[src/rtl/bist_pattern_ctrl.sv]
// BIST controller: Galois-LFSR pattern source and MISR response compactor for a
// sequential CUT, with a golden-signature pass/fail verdict.
module bist_pattern_ctrl #(
  parameter int unsigned      IN_W      = 35,
  parameter int unsigned      OUT_W     = 24,
  parameter int unsigned      NPAT      = 1024,
  parameter logic [IN_W-1:0]  LFSR_POLY = 35'h500000000,
  parameter logic [IN_W-1:0]  SEED      = IN_W'(1),
  parameter logic [OUT_W-1:0] MISR_POLY = 24'hE10000,
  parameter logic [OUT_W-1:0] GOLDEN    = '0
) (
  input  logic             CK,
  input  logic             RN,
  input  logic             START,
  input  logic             ABORT,
  input  logic [OUT_W-1:0] RESP,
  output logic [IN_W-1:0]  PAT,
  output logic             CUT_EN,
  output logic             CUT_INIT,
  output logic             BUSY,
  output logic             DONE,
  output logic             PASS,
  output logic [OUT_W-1:0] SIG
);

  localparam int unsigned     CNT_W    = $clog2(NPAT + 1);
  localparam logic [IN_W-1:0] SEED_EFF = (SEED == '0) ? IN_W'(1) : SEED;
  localparam logic [CNT_W-1:0] CNT_LAST = CNT_W'(NPAT - 1);

  typedef enum logic [1:0] {
    S_IDLE,
    S_INIT,
    S_RUN,
    S_DONE
  } state_t;

  state_t           r_state;
  state_t           w_state_nxt;
  logic [IN_W-1:0]  r_pat;
  logic [OUT_W-1:0] r_sig;
  logic [CNT_W-1:0] r_cnt;
  logic             r_pass;

  logic             w_adv;
  logic             w_last;
  logic [IN_W-1:0]  w_pat_nxt;
  logic [OUT_W-1:0] w_sig_nxt;

  assign w_adv  = (r_state == S_RUN) && !ABORT;
  assign w_last = (r_cnt == CNT_LAST);

  always_comb begin
    w_pat_nxt = (r_pat >> 1) ^ (r_pat[0] ? LFSR_POLY : '0);
    w_sig_nxt = (r_sig << 1) ^ (r_sig[OUT_W-1] ? MISR_POLY : '0) ^ RESP;
  end

  always_comb begin
    w_state_nxt = r_state;
    case (r_state)
      S_IDLE:  if (START && !ABORT) w_state_nxt = S_INIT;
      S_INIT:  w_state_nxt = ABORT ? S_IDLE : S_RUN;
      S_RUN: begin
        if (ABORT)       w_state_nxt = S_IDLE;
        else if (w_last) w_state_nxt = S_DONE;
      end
      S_DONE: begin
        if (ABORT)      w_state_nxt = S_IDLE;
        else if (START) w_state_nxt = S_INIT;
      end
      default: w_state_nxt = S_IDLE;
    endcase
  end

  always_ff @(posedge CK or negedge RN) begin
    if (!RN) begin
      r_state <= S_IDLE;
      r_pat   <= SEED_EFF;
      r_sig   <= '0;
      r_cnt   <= '0;
      r_pass  <= 1'b0;
    end else begin
      r_state <= w_state_nxt;
      if (r_state == S_INIT) begin
        r_pat <= SEED_EFF;
        r_sig <= '0;
        r_cnt <= '0;
      end else if (w_adv) begin
        r_pat <= w_pat_nxt;
        r_sig <= w_sig_nxt;
        if (!w_last) r_cnt <= r_cnt + 1'b1;
      end
      // Verdict is latched from the final signature on the edge entering DONE
      if (w_state_nxt != S_DONE)  r_pass <= 1'b0;
      else if (r_state == S_RUN)  r_pass <= (w_sig_nxt == GOLDEN);
    end
  end

  assign PAT      = r_pat;
  assign SIG      = r_sig;
  assign PASS     = r_pass;
  assign CUT_EN   = (r_state == S_RUN);
  assign CUT_INIT = (r_state == S_INIT);
  assign BUSY     = (r_state == S_INIT) || (r_state == S_RUN);
  assign DONE     = (r_state == S_DONE);

endmodule

[config.mk]
export PLATFORM = sky130hd
export DESIGN_NAME = bist_pattern_ctrl
export DESIGN_NICKNAME = d
export VERILOG_FILES = /design/src/rtl/bist_pattern_ctrl.sv
export SDC_FILE = /design/constraint.sdc
export NUM_CORES = 1
export LEC_CHECK = 0
export ABC_AREA = 1
export BUFFER_PORTS_ARGS = -buffer_cell sky130_fd_sc_hd__clkbuf_2
export CORE_ASPECT_RATIO = 1.4
export CORE_MARGIN = 2
export CORE_UTILIZATION = 30
export CTS_CLUSTER_SIZE = 16
export DETAILED_ROUTE_END_ITERATION = 16
export SYNTH_ARGS = -nofsm -noshare
export SYNTH_HDL_FRONTEND = slang
export SYNTH_SLANG_ARGS = --single-unit
[constraint.sdc]
create_clock -name CK -period 1.7 [get_ports CK]
set_input_delay 0.17 -clock CK [delete_from_list [all_inputs] [get_ports CK]]
set_output_delay 0.17 -clock CK [all_outputs]
set_load 0.02 [all_outputs]
==> metrics.txt, run 1 <==
CTS H-tree depth 3; Synth Cell Area approximately 3600 sq um; Ant. Diodes 0; Worst Max-Slew Pin Slew approximately 0.32 ns; sequential share of the synthesized area between 50% and 60%; post-synthesis async set-or-reset flop share between 90% and 100%; reg2reg end r_cnt[7]; Die H around 130 microns; crit-path max FO 7; die width about 96 microns; flop2flop setup slack about 0.091 ns; Leak ~2.4 nW; post-synth top area share about 50%; synth-to-layout area growth 30.4%; Total GRT Usage around 15%; Cell Rows 47; post-synthesis average cell area around 8.5 sq um; first-pass GRT wire length approximately 15000 microns; IO Port Bufs around 90; Detailed Routing Iterations Pass 1 4; Clock Latency Late Sink 0.33 ns; register area 1830 sq um; residual DRC count 0; CP Launch Type flip-flop; initial drt markers between 150 and 200; Hold WC Path Type in2reg; hpwl dp between 6000 and 7000 microns; Synth area leader dfrtp_1; TritonCTS buffer count 9; max-cap violations 0; Yosys reg bits 73; Mapped Cells 421; CP Capture Type flip-flop; Yosys cell types 30; PD cells roughly 1600 nW/um^2; largest net degree at the start of global routing 59; Final ANT Viol Nets 0; fraction of final layout cells sized beyond drive strength 1 between 20% and 30%; total clock sinks 73; minimum clock period approximately 1.6 ns; initial antenna violation count 0; Critical R2R Launch r_state[0]; vias in the first global route 3150; Top FF cell, synth dfrtp_1; post-place setup slack -0.0183 ns; Slew Limit Fails 0; fin cells between 600 and 700; multi-input logic area roughly 1400 sq um; syn_nets 454; vias per inst 4.57; Final setup viols 0; YS warnings 0; Setup CP Type reg2reg; RSZ-0062 raised after global routing false; core area between 10000 and 15000 sq um; CTS max path bufs 2; status complete, no violations; I/O pin count between 90 and 100; Die Area 12800 sq um; maximum VDD drop 0.000581 V; via count about 3.1k; Req. time, crit path approximately 1.9 ns; R2R depth 10; Layout fillers around 1.2k; Nets ~560; drt wl/cell 13.4 microns; clk_skew 0.00625 ns; Arrival @ worst endpoint 1.82 ns; fin worst setup slack 0.0913 ns; initial core utilization about 30%; Final GP Congestion 0.781; Synth area leaders dfrtp_1, nand2_1, inv_1; Post-Route WL between 9000 and 10000 microns; Hold Startpoint RESP[0]; Max-slew headroom between 70 and 80%; EDFF count, synth 0; CTS tree yes; Clock Root Buffer clkbuf_16; highest clock rate roughly 0.62 GHz; clock-pin slew on the worst setup and hold paths roughly 0.060 ns; Placed Cells 660; final period utilization 94.6%; grt ovf 0; final hold vios 0; hold path cells 3; hold worst-path end SIG[0]
cell usage after synthesis, types with 2 or more instances:
master     n
ha_1       5
nor3_1     4
o21ai_1    5
xnor2_1    4
inv_2      5
nand2_4    2
nand4_1    3
nand3_1   13
a21oi_2    3
inv_1     85
a21oi_1    8
buf_2     10
o22ai_2   10
o21ai_0    9
nand2_1  106
xor2_1     4
o22ai_1   40
nor2_1    20
nor2_4     3
dfrtp_1   72
sequential cells by signal, indices dropped and copies added (netlist names):
signal / cells
r_cnt: 11
r_state: 2
PAT: 35
SIG: 24
PASS: 1
worst max path at each step:
stage | endpoint | start | cells after the start
after global routing | r_cnt[7] | r_state[0] | 11
after global placement | PASS | r_state[0] | 10
after CTS | PASS | r_state[0] | 10
final | r_cnt[7] | r_state[0] | 10
after detailed placement | SIG[22] | r_state[0] | 8
after floorplan | SIG[16] | r_state[1] | 7
cell usage in the layout (no fill, tap or decap), types with 3 or more instances in the layout:
cell type,netlist,final
nand2_1,106,105
o22ai_1,40,40
nor2_1,20,19
o22ai_2,10,10
ha_1,5,3
a21oi_1,8,8
xor2_1,4,4
o21ai_1,5,5
buf_4,0,13
inv_2,5,7
clkbuf_2,0,90
clkbuf_16,0,9
nor2_4,3,3
o21ai_0,9,9
nor3_1,4,4
buf_12,0,4
nand4_1,3,3
nand3_1,13,13
dfrtp_1,72,72
xnor2_1,4,4
inv_1,85,83
a21oi_2,3,3
area by class of cell:
class | instances | area share, %
Clock buffer | 13 | 5.57
Clock inverter | 3 | 0.857
Inverter | 90 | 7.23
Multi-Input combinational cell | 246 | 29.4
Sequential cell | 73 | 39.1
Tap cell | 147 | 3.94
Timing Repair Buffer | 109 | 13.9
power breakdown:
part / internal, mW / switching, mW / leakage (nW) / total [mW]
registers: 2.10 / 0.324 / 0.998 / 2.42
logic: 1.22 / 2.08 / 1.25 / 3.29
clock network: 1.21 / 0.727 / 0.150 / 1.94
total: 4.53 / 3.13 / 2.39 / 7.66
metal layers:
metal | vias up | global-route usage (%) | routed length [microns]
met4 | 0 | 5.40 | 123
met5 | - | 0 | 0
met3 | 8 | 4.24 | 456
met1 | 1496 | 19.4 | 4010
met2 | 62 | 23.9 | 4520
li1 | 1549 | - | -
timing repair:
| item | in CTS | in global routing |
|---|---|---|
| buffers inserted | 2 | 2 |
| resized for setup | 0 | 6 |
| setup endpoints to repair | 2 | 11 |
| endpoints found under the hold margin | 15 | 0 |
| hold buffers | 1 | 0 |
| pin swaps | 1 | 1 |
worst max-delay path: stages (launching register included):
cell,delay [ns]
dfrtp_1,0.41
inv_2,0.07
ha_2,0.18
inv_2,0.07
nor2_8,0.17
buf_6,0.12
nand2_4,0.07
nand2_4,0.09
inv_2,0.06
nor3_1,0.16
nor2_1,0.08
kinds of logic after synthesis:
group / Yosys count / share of synthesized area (%)
simple gates: 155 / 19.1
flops: 73 / 51.0
compound gates: 78 / 14.9
buf+inv: 102 / 11.2
fa+ha+maj: 5 / 1.75
xor+xnor: 8 / 1.96
per-stage QoR:
step	power [mW]	hold WS [ns]	utilization, %	cell area, sq um	setup TNS (ns)
after floorplan	4.51	-0.126	-	3580	0
after global placement	5.57	0.0575	36.7	4310	0
after detailed placement	5.62	0.0612	36.7	4310	-0.0183
after CTS	7.64	0.0909	39.4	4640	0
after global routing	8.16	0.111	39.7	4670	0
final	7.66	0.109	39.7	4670	0
Note: power is estimated with default switching activity, not from simulation.
==> run 2: changes to the inputs <==
--- a/config.mk
+++ b/config.mk
@@ -6,7 +6,7 @@
 export NUM_CORES = 1
 export LEC_CHECK = 0
 export ABC_AREA = 1
-export BUFFER_PORTS_ARGS = -buffer_cell sky130_fd_sc_hd__clkbuf_2
+export BUFFER_PORTS_ARGS = -buffer_cell sky130_fd_sc_hd__buf_4
 export CORE_ASPECT_RATIO = 1.4
 export CORE_MARGIN = 2
 export CORE_UTILIZATION = 30
==> run 2 against run 1 <==
Against the previous run: critical path depth shrank 6; clock skew rose by 0.0027 ns; fmax rose by 1.0%; wire length is 1.4% higher; clock power increased by 6%; core utilization increased by 2.2 points.
==> metrics.txt, run 2 (synthesis results as in run 1) <==
CTS tree yes; total clock sinks 73 (unchanged); Cell Rows 47 (unchanged); TNS Setup 0 ns (unchanged); fin worst setup slack 0.108 ns (+0.0163 ns); WHS 0.127 ns (+0.0182 ns); Clock Latency Late Sink 0.34 ns (about the same); register area 1830 sq um (unchanged); final hold vios 0 (unchanged); Critical-path top delay cell dfrtp_1; Slew Limit Fails 0 (unchanged); CTS H-tree depth 3 (unchanged); Final GP Congestion 0.831 (+6.4%); Nets 561 (-0.18%); Total GRT Usage 15.5% (+0.51 points); drt wl/cell 13.6 microns (+1.6%); max-cap violations 0 (unchanged); CP Capture Type output port; final period utilization 93.7% (-0.96 points); core area 11800 sq um (unchanged); Max-slew headroom 76.0% (-2.4 points); hpwl dp 6680 microns (+2.5%); most frequent cells in the layout nand2_1, buf_4, inv_1; IO Port Bufs 91 (unchanged); clock-pin slew on the worst setup and hold paths 0.06 ns (about the same); vias per inst 4.62 (+0.92%); Leak 2.46 nW (+2.8%); Sw Ratio 39.6% (-1.2 points); Clock Root Buffer clkbuf_16; Ant. Diodes 0 (unchanged); clock power share 25.8% (+0.5 points); most used cell along the critical path buf_4; Req. time, crit path 1.53 ns (-0.38 ns); max reg flops 35 (unchanged); initial core utilization 30.5% (unchanged); TritonCTS buffer count 9 (unchanged); Die Area 12800 sq um (unchanged); Flop pwr share 30.6% (-1.1 points); Final setup viols 0 (unchanged); die width 96.4 microns (unchanged); CP Launch Type flip-flop; CP peak stage delay 0.41 ns (about the same); CTS max path bufs 2 (unchanged); sw power 3.15 mW (+0.87%); Comb pwr share 43.6% (+0.6 points); Post-Route WL 9230 microns (+1.4%); minimum clock period 1.59 ns (-0.0163 ns); RSZ-0062 raised after global routing true; Die H 133 microns (unchanged); initial drt markers 128 (-22%); PD cells 1620 nW/um^2 (-1.5%); residual DRC count 0 (unchanged); first-pass GRT wire length 15500 microns (+3.0%); clk_skew 0.00899 ns (+0.00274 ns); Final ANT Viol Nets 0 (unchanged); I/O pin count 92 (unchanged); initial antenna violation count 0 (unchanged); Setup CP Type reg2out; CP top delay family buffers and inverters; total power 7.97 mW (+4.0%); highest clock rate 0.628 GHz (+1.0%); fraction of final layout cells sized beyond drive strength 1 29.3% (+0.24 points); multi-input logic area 1380 sq um (+0.91%); Internal 4.81 mW (+6.2%); Bufs and invs on worst path 3 (-1); Detailed Routing Iterations Pass 1 4 (unchanged); Worst Max-Slew Pin Slew 0.360 ns (+0.0365 ns); vias in the first global route 3158 (+0.25%); status complete, no violations; commonest non-fill, non-tap cell in the layout nand2_1; crit-path max FO 4 (-3); post-place setup slack -0.0346 ns (-0.0163 ns); maximum VDD drop 0.000557 V (-4.1%); Layout fillers 1199 (-1.4%); Hold WC Path Type in2reg; synth-to-layout area growth 37.7%; Arrival @ worst endpoint 1.42 ns (-0.40 ns); largest net degree at the start of global routing 50 (-15%); cells along the critical path inv_1 -> ha_2 -> buf_4 -> buf_4; grt ovf 0 (unchanged); via count 3139 (+0.77%)
-- run 2: cell count changes in the layout (fill, tap and decap cells not counted), sizes merged --
| cell | before | now |
|---|---|---|
| buf | 18 | 107 |
| clkinvlp | 0 | 2 |
| bufinv | 1 | 2 |
| clkbuf | 103 | 10 |
-- run 2: worst register-to-register path: stages, from the launching register on --
cell and delay [ns]:
dfrtp_1 0.42, inv_2 0.08, ha_2 0.18, inv_2 0.08, nor2_8 0.19, nor2_4 0.08, buf_4 0.15, o311ai_4 0.24
inv_1 0.06
-- run 2: worst paths after layout --
check                            from         to  slack, ns  cells after the start
max reg2reg                r_state[0]  r_cnt[10]       0.11                      8
max in group asynchronous          RN     PAT[0]       0.77                      3
max                        r_state[1]   CUT_INIT       0.11                      4
min                           RESP[0]     SIG[0]       0.13                      3
min in group asynchronous          RN     SIG[7]       0.30                      2
min reg2reg                  r_cnt[3]   r_cnt[3]       0.49                      1
-- run 2: cell type report --
class,count,share of cell area (%)
inverters,90,6.85
multi-input cells,246,28.1
well taps,147,3.73
repair buffers,108,17.8
clock buffers,10,4.64
clock inverters,6,1.88
flip-flops and latches,73,37.1
-- run 2: power groups by stage --
stage | clock, mW | combinational (mW) | sequential [mW]
finish | 2.05 | 3.47 | 2.44
CTS | 2.09 | 3.45 | 2.44
floorplan | 0 | 1.75 | 2.76
global placement | 0 | 3.35 | 2.45
global route | 2.18 | 3.83 | 2.50
detailed placement | 0 | 3.38 | 2.47
-- run 2: repair_timing --
action | in CTS | in global routing
setup buffers | 2 | 2
endpoints found under the setup margin | 3 | 14
gates resized for setup | 0 | 7
hold buffers | 1 | 0
hold endpoints to repair | 24 | 0
pin swaps | 1 | 1
gates cloned | 0 | 0
-- run 2: stage by stage --
| step | instance area [sq um] | util, % | instances |
|---|---|---|---|
| after floorplan | 3580 | - | 421 |
| after detailed placement | 4540 | 38.6 | 659 |
| after global placement | 4540 | 38.6 | 659 |
| after global routing | 4930 | 41.9 | 680 |
| final | 4930 | 41.9 | 680 |
| after CTS | 4890 | 41.6 | 678 |
-- run 2: layer usage --
layer  vias to the layer above  track usage [%]  wire length, microns
li1                       1552                -                     -
met1                      1511             19.9                  3960
met2                        64             24.8                  4570
met3                        12             4.13                   505
met4                         0             6.18                   189
met5                         -                0                     0
